--- src/rtl/fetch_unit.sv ---
// Instruction fetch: sequential PC, one outstanding icache read, {pc,inst} FIFO toward decode; redirects flush.
// Build option FETCH_ALIGN_CHECK_EN: misaligned PCs push an address-error entry (out_adel) and halt fetch.
module fetch_unit #(
  parameter int                    ADDR_WIDTH      = 32,
  parameter int                    DATA_WIDTH      = 32,
  parameter int                    FIFO_DEPTH_LOG2 = 3,
  parameter logic [ADDR_WIDTH-1:0] RESET_PC        = 32'hbfc00000
) (
  input  logic                  clk,
  input  logic                  rst,
  input  logic                  redirect_en,
  input  logic [ADDR_WIDTH-1:0] redirect_pc,
  output logic                  icache_read_en,
  output logic [ADDR_WIDTH-1:0] icache_addr,
  input  logic                  icache_ready,
  input  logic [DATA_WIDTH-1:0] icache_data,
  output logic                  out_valid,
  input  logic                  out_ready,
  output logic [ADDR_WIDTH-1:0] out_pc,
  output logic [DATA_WIDTH-1:0] out_inst
`ifdef FETCH_ALIGN_CHECK_EN
  ,
  output logic                  out_adel
`endif
);

  localparam int DEPTH = 1 << FIFO_DEPTH_LOG2;
  localparam int CW    = FIFO_DEPTH_LOG2 + 1;
  localparam logic [CW-1:0] DEPTH_C = CW'(DEPTH);

  typedef enum logic [1:0] {IDLE, REQ, DISCARD, HALT} state_t;

  typedef struct packed {
    logic [ADDR_WIDTH-1:0] pc;
    logic [DATA_WIDTH-1:0] inst;
`ifdef FETCH_ALIGN_CHECK_EN
    logic                  adel;
`endif
  } entry_t;

  state_t                     state, state_nxt;
  logic [ADDR_WIDTH-1:0]      pc, pc_nxt, addr_nxt, pc_inc, redir_pc_eff;
  entry_t                     mem [DEPTH];
  entry_t                     push_ent;
  logic [FIFO_DEPTH_LOG2-1:0] rd_ptr, wr_ptr;
  logic [CW-1:0]              count, count_after_push;
  logic                       push, pop, flush, has_space;

  assign out_valid        = (count != '0);
  assign pop              = out_valid & out_ready;
  assign has_space        = (count < DEPTH_C);
  assign count_after_push = count + CW'(1) - CW'(pop);
  assign pc_inc           = pc + ADDR_WIDTH'(4);
  assign icache_read_en   = (state == REQ) || (state == DISCARD);

  assign out_pc   = mem[rd_ptr].pc;
  assign out_inst = mem[rd_ptr].inst;
`ifdef FETCH_ALIGN_CHECK_EN
  assign out_adel = mem[rd_ptr].adel;
  assign redir_pc_eff = redirect_pc;
`else
  assign redir_pc_eff = {redirect_pc[ADDR_WIDTH-1:2], 2'b00};
`endif

  // A redirect overrides everything; an unanswered request must still be drained in DISCARD.
  always_comb begin
    state_nxt = state;
    pc_nxt    = pc;
    addr_nxt  = icache_addr;
    push      = 1'b0;
    push_ent  = '0;
    flush     = 1'b0;
    if (redirect_en) begin
      flush  = 1'b1;
      pc_nxt = redir_pc_eff;
      if ((state == REQ || state == DISCARD) && !icache_ready) state_nxt = DISCARD;
      else                                                      state_nxt = IDLE;
    end else begin
      case (state)
        IDLE: begin
          if (has_space) begin
            addr_nxt  = pc;
            state_nxt = REQ;
`ifdef FETCH_ALIGN_CHECK_EN
            if (pc[1:0] != 2'b00) begin
              addr_nxt      = icache_addr;
              state_nxt     = HALT;
              push          = 1'b1;
              push_ent.pc   = pc;
              push_ent.adel = 1'b1;
            end
`endif
          end
        end
        REQ: begin
          if (icache_ready) begin
            push          = 1'b1;
            push_ent.pc   = icache_addr;
            push_ent.inst = icache_data;
            pc_nxt        = pc_inc;
            if (count_after_push < DEPTH_C) addr_nxt  = pc_inc;
            else                            state_nxt = IDLE;
          end
        end
        DISCARD: begin
          if (icache_ready) state_nxt = IDLE;
        end
        HALT: state_nxt = HALT;
        default: state_nxt = IDLE;
      endcase
    end
  end

  always_ff @(posedge clk or negedge rst) begin
    if (!rst) begin
      state       <= IDLE;
      pc          <= RESET_PC;
      icache_addr <= RESET_PC;
    end else begin
      state       <= state_nxt;
      pc          <= pc_nxt;
      icache_addr <= addr_nxt;
    end
  end

  // Flush wins over push and pop in the same cycle.
  always_ff @(posedge clk or negedge rst) begin
    if (!rst) begin
      rd_ptr <= '0;
      wr_ptr <= '0;
      count  <= '0;
      for (int i = 0; i < DEPTH; i++) mem[i] <= '0;
    end else if (flush) begin
      rd_ptr <= '0;
      wr_ptr <= '0;
      count  <= '0;
    end else begin
      if (push) begin
        mem[wr_ptr] <= push_ent;
        wr_ptr      <= wr_ptr + 1'b1;
      end
      if (pop) rd_ptr <= rd_ptr + 1'b1;
      count <= count + CW'(push) - CW'(pop);
    end
  end

endmodule

--- config.mk ---
export PLATFORM = sky130hd
export DESIGN_NAME = fetch_unit
export DESIGN_NICKNAME = d
export VERILOG_FILES = /design/src/rtl/fetch_unit.sv
export SDC_FILE = /design/constraint.sdc
export NUM_CORES = 1
export LEC_CHECK = 0
export BUFFER_PORTS_ARGS = -buffer_cell sky130_fd_sc_hd__buf_2
export CAP_MARGIN = 40
export CORE_MARGIN = 8
export CORE_UTILIZATION = 45
export DETAILED_ROUTE_END_ITERATION = 10
export PLACE_DENSITY_LB_ADDON = 0.2
export SYNTH_ARGS = -nofsm -noshare
export SYNTH_HDL_FRONTEND = slang
export SYNTH_SLANG_ARGS = --single-unit
--- constraint.sdc ---
create_clock -name clk -period 7.45 [get_ports clk]
set_clock_uncertainty 0.1 [all_clocks]
set_input_delay 0.745 -clock clk [delete_from_list [all_inputs] [get_ports clk]]
set_output_delay 0.745 -clock clk [all_outputs]
set_load 0.02 [all_outputs]
# [After elaboration in Yosys (flattened, before gate mapping)]
# Cells that the tools add are included.
# Widths: inputs -> output; s select.
[totals] reg_bits=588 latch_bits=0 ram_bits=0 rom_bits=0 inputBits=69 out_inout_bits=98 wordCells=96 mem_count=0
[op_classes] addsub=7 multipliers=0 div=0 n_lt_le_gt_ge=5 eq_ne=10 shifts=0 n_mux=32 n_bitwise=5 reduce_logical=15
[ops] cell="$bwmux 512" count=1
[ops] cell="$mux 64" count=6
[ops] cell="$bmux 64 s3" count=1
[ops] cell="$demux 64 s3" count=1
[ops] cell="$mux 32" count=6
[ops] cell="$pmux 32 s2" count=1
[ops] cell="$add 32x3->32 const B" count=1
[ops] cell="$mux 2" count=6
[ops] cell="$mux 3" count=4
[ops] cell="$ne 3x3->1 const B" count=4
[ops] cell="$reduce_bool 2->1" count=5
[ops] cell="$ge 4x4->1 const B" count=2
[ops] cell="$lt 4x4->1 const B" count=2
[ops] cell="$not 3->4" count=2
[ops] cell="$pmux 2 s4" count=1
[ops] cell="$sub 4x1->4" count=2
[ops] cell="$add 3x1->3 const B" count=2
[ops] cell="$reduce_and 5->1" count=1
[ops] cell="$add 4x1->4" count=1
[ops] cell="$add 4x1->4 const B" count=1
[ops] cell="$eq 2x2->1 const B" count=2
[ops] cell="$lt 4x1->1 const B" count=1
[ops] cell="$mux 1" count=4
[ops] cell="$mux 4" count=1
[ops] cell="12 further kinds" count=16

# [Depth between registers and ports, before layout]
[depth] word_depth=8 mapped_depth=12

# [Worst setup path after synthesis]
# No wires, ideal clock.
[synth_path] path_type="register to output" from="register rd_ptr[0]" to="output out_pc[1]" arrival_ns=2.095 setup_slack_ns=4.510 path_stages_with_launch=7 path_buffers=4 path_cell_list="dfrtp_1 -> buf_2 -> buf_2 -> buf_2 -> mux4_2 -> mux2_2 -> buf_4"
[synth_via] elab_chain_len=4
[synth_rtl] item="from (decl)" line="45" rtl="logic [FIFO_DEPTH_LOG2-1:0] rd_ptr, wr_ptr;"
[synth_rtl] item="from (signal assigned)" line="142" rtl="if (pop) rd_ptr <= rd_ptr + 1'b1;"
[synth_rtl] item="$not 3->4 (implied by the code)" line="56" rtl="assign out_pc = mem[rd_ptr].pc;"
[synth_rtl] item="$bmux 64 s3" line="56"
[synth_rtl] item="$mux 64 (2 in series)"
[synth_rtl] item="to (decl)" line="19" rtl="output logic [ADDR_WIDTH-1:0] out_pc,"
# Every way passes these cells. The select of a mux whose other input is x is not followed.

# [Worst setup path in the final report]
[layout_path] from="register rd_ptr[0]" to="output out_inst[17]"
[layout_via] elab_chain_len=4
[layout_rtl] item="$not 3->4 (implied by the code)" line="57" rtl="assign out_inst = mem[rd_ptr].inst;"
[layout_rtl] item="$bmux 64 s3" line="57"
[layout_rtl] item="$mux 64 (implied by the code) (2 in series)" line="57"
[layout_rtl] item="to (decl)" line="20" rtl="output logic [DATA_WIDTH-1:0] out_inst"
# Every way passes these cells. The select of a mux whose other input is x is not followed.

==> impl_metrics.yaml <==
global_routing:
  grt_overflow: 0
  grt_antenna_before_repair: 1
  grt_max_degree: 150
  grt_pass1_vias: 16436
  grt_pass1_wl_um: 98000
  grt_usage: 0.185
synth:
  synthTopCellsByArea: "dfrtp_1 53%, mux2_2 23%, mux4_2 11%, dfstp_2 1.8%, buf_2 1.4%"
  ys_ff_latch: 576
  syn_inst: 1756
  synth_top_area_frac: 0.527
  synth_area_um2: 26500
  avgSynthCellArea_um2: 15.1
  synth_top_cell_by_area: "dfrtp_1"
  synthDistinctLibCells: 57
  yosysWarningCount: 0
  ys_seq_area_frac: 0.545
setup_path:
  cpMaxStageDelayCell: "dfrtp_4"
  cp_slowest_stage_delay_ns: 0.85
  startpoint: "rd_ptr[0]"
  crit_arrival_ns: 3.29
  cp-end-kind: "primary output"
  crit_cells: 5
  cp_cell_sequence: "buf_4 -> buf_16 -> mux4_2 -> mux2_2 -> buf_2"
  crit_path_start_kind: "register"
  r2r-start: "state[1]"
  path_delay_family: "buffers and inverters"
  cp.required_ns: 6.61
  critPathKind: "register to primary output"
  crit_buf_inv: 3
  reg2reg_slack_ns: 3.55
  critical_path.max_fanout: 35
  reg2reg_to: "mem[435]"
  ff2ff_path_depth: 10
  endpoint: "out_inst[17]"
floorplanning:
  io_pins: 167
  num_rows: 89
  die_x_um: 259
  die_h_um: 259
  dieArea_um2: 66900
  core_um2: 58600
  start_util: 0.452
power:
  peakVddDrop_mv: 0.212
  power_density_nw_per_um2: 324
  p_leak_nw: 14.2
routing:
  drc: 0
  first_iter_violations: 904
  routedWlPerCell_um: 22.6
  vias: 15184
  vias_per_cell: 5.59
  finalWirelength_um: 61300
  drtPass1Iterations: 7
  antenna_left: 0
clock_tree:
  cts_hold_buf: 0
  post_cts_buffers: 0
  cts_made_buffers: 61
  insertion_delay_ns: 0.62
  cts_tree: "built"
  clockBufferDepth: 3
  h-tree-depth: 2
  cts_root_buf: "clkbuf_16"
  clock-sinks: 576
  clk_pin_slew_ns: 0.06
  cts_resized: 0
min_path:
  hp-class: "primary input to asynchronous set/reset pin"
place:
  place.gp.congestion: 0.826
  postPlaceCellArea_um2: 28200
  dp_cells: 2600
  portBuffers: 162
  dp_hpwl_um: 37300
timing:
  fin_crit_sh: 0.554
  period_needed_ns: 4.13
  finalSetupViolCount: 0
  hold_slack_ns: 0.0472
  rsz0062_at_grt: "false"
  fin_setup_tns_ns: 0
  fmax_mhz: 242
  relSlewSlack: 0.442
  maxSlewViolCount: 0
  hold_viol_final: 0
  tightest_slew_ns: 0.837
finish:
  diodes: 0
  fin_area_um2: 30300
  area_growth_pct: 14.4
  nets: 1972
  instances_no_fill: 2716
  final_core_util: 0.517
  drive_above_1_share: 0.522
run_status:
  status: "finished, final reports clean"
run:
  maxCapViolCount: 0
## logic make-up (layout without fill, tap and decap cells)
family	Yosys count	after routing	share of synthesized area
muxes	688	688	0.346
DFF	576	576	0.545
and+or+nand+nor	205	205	0.0429
buffers and inverters	136	322	0.0238
AOI/OAI and AO/OA	76	76	0.0159
xor gates and xnor gates	61	61	0.0202
adders and majority gates	13	13	0.00642
other	1	2	0.000142
## cell type report
class                           count  area (um^2)
Timing Repair Buffer              195         1260
Clock inverter                     22          219
Sequential cell                   576        14400
Tap cell                          773          967
Clock buffer                       94         1900
Inverter                           11         41.3
Multi-Input combinational cell   1045        11500
Fill cell                        5018        28300
## cells in the final DEF (no fill, tap or decap), drive strengths merged, types with 2 or more instances in the layout
master and instances:
nand4b 2, mux2 559, mux2i 3, nand3 15
and3 3, and2 9, o21ai 59, conb 2
nor4 10, nand4 26, clkbuf 94, o211ai 3
xnor2 24, nand3b 2, inv 12, nand2b 4
bufinv 4, mux4 126, nor2b 7, nor3 9
dfrtp 558, a31oi 2, nor2 19, buf 195
xor2 37, and4 5, clkinv 15, nand2 85
a21oi 5, a21o 2, ha 12, clkinvlp 2
dfstp 18, nor3b 3
## synth_stat cells, drive strengths merged
library cell	instances
inv	11
xor2	37
dfrtp	558
o21ai	59
nor2	19
dfstp	18
nor4	10
nor3	9
a41oi	1
nand2	85
o31a	1
ha	12
mux2i	3
a211o	1
a31oi	2
nor2b	7
a21oi	5
or4	1
o41ai	1
and3	3
mux4	126
conb	1
o2111ai	1
nand4	26
and4	5
mux2	559
nor3b	3
and3b	1
and2	9
clkbuf	43
xnor2	24
fa	1
or3b	1
buf	82
o211ai	3
or3	1
or4b	1
or2	1
nand2b	4
a21o	2
nand4b	2
nand3	15
nand3b	2
## worst min-delay path by stage
stage | start | to | slack [ns]
2_1_floorplan | rst | count[0] | 0.35
3_3_place_gp | mem[187] | mem[187] | 0.36
3_5_place_dp | mem[353] | mem[353] | 0.37
4_1_cts | rst | mem[94] | 0.05
5_1_grt | rst | mem[155] | 0.07
6_report | rst | mem[151] | 0.05
## report_power, final
group | switching, W | total, W | internal (W)
logic | 0.00137 | 0.00262 | 0.00124
clock network | 0.00125 | 0.00314 | 0.00189
registers | 0.000486 | 0.00406 | 0.00357
## worst register-to-register path: stages, from the launching register on
cell      delay [ns]
dfrtp_1         0.40
inv_1           0.11
ha_1            0.51
nand2_1         0.16
nor2_1          0.31
inv_2           0.13
nor2_1          0.28
nand3b_1        0.60
buf_4           0.54
buf_16          0.26
mux2_1          0.39
## flip-flops by register name (all words and copies together) (netlist names)
register     flops
mem            504
pc              30
rd_ptr           3
count            4
icache_addr     30
wr_ptr           3
state            2
## per-stage QoR
| stage | total power, W | setup WS, ns |
|---|---|---|
| after floorplan | 0.00580 | 4.51 |
| after global placement | 0.00669 | 3.34 |
| after detailed placement | 0.00680 | 3.40 |
| after CTS | 0.00998 | 3.21 |
| after global routing | 0.0103 | 3.11 |
| final | 0.00981 | 3.32 |
## layer usage
layer,part of all wire,up-vias,global-route usage
li1,-,6725,-
met1,0.46,8129,0.256
met2,0.48,246,0.298
met3,0.043,84,0.0369
met4,0.021,0,0.0464
met5,0,-,0
(Power assumes the default switching activity.)
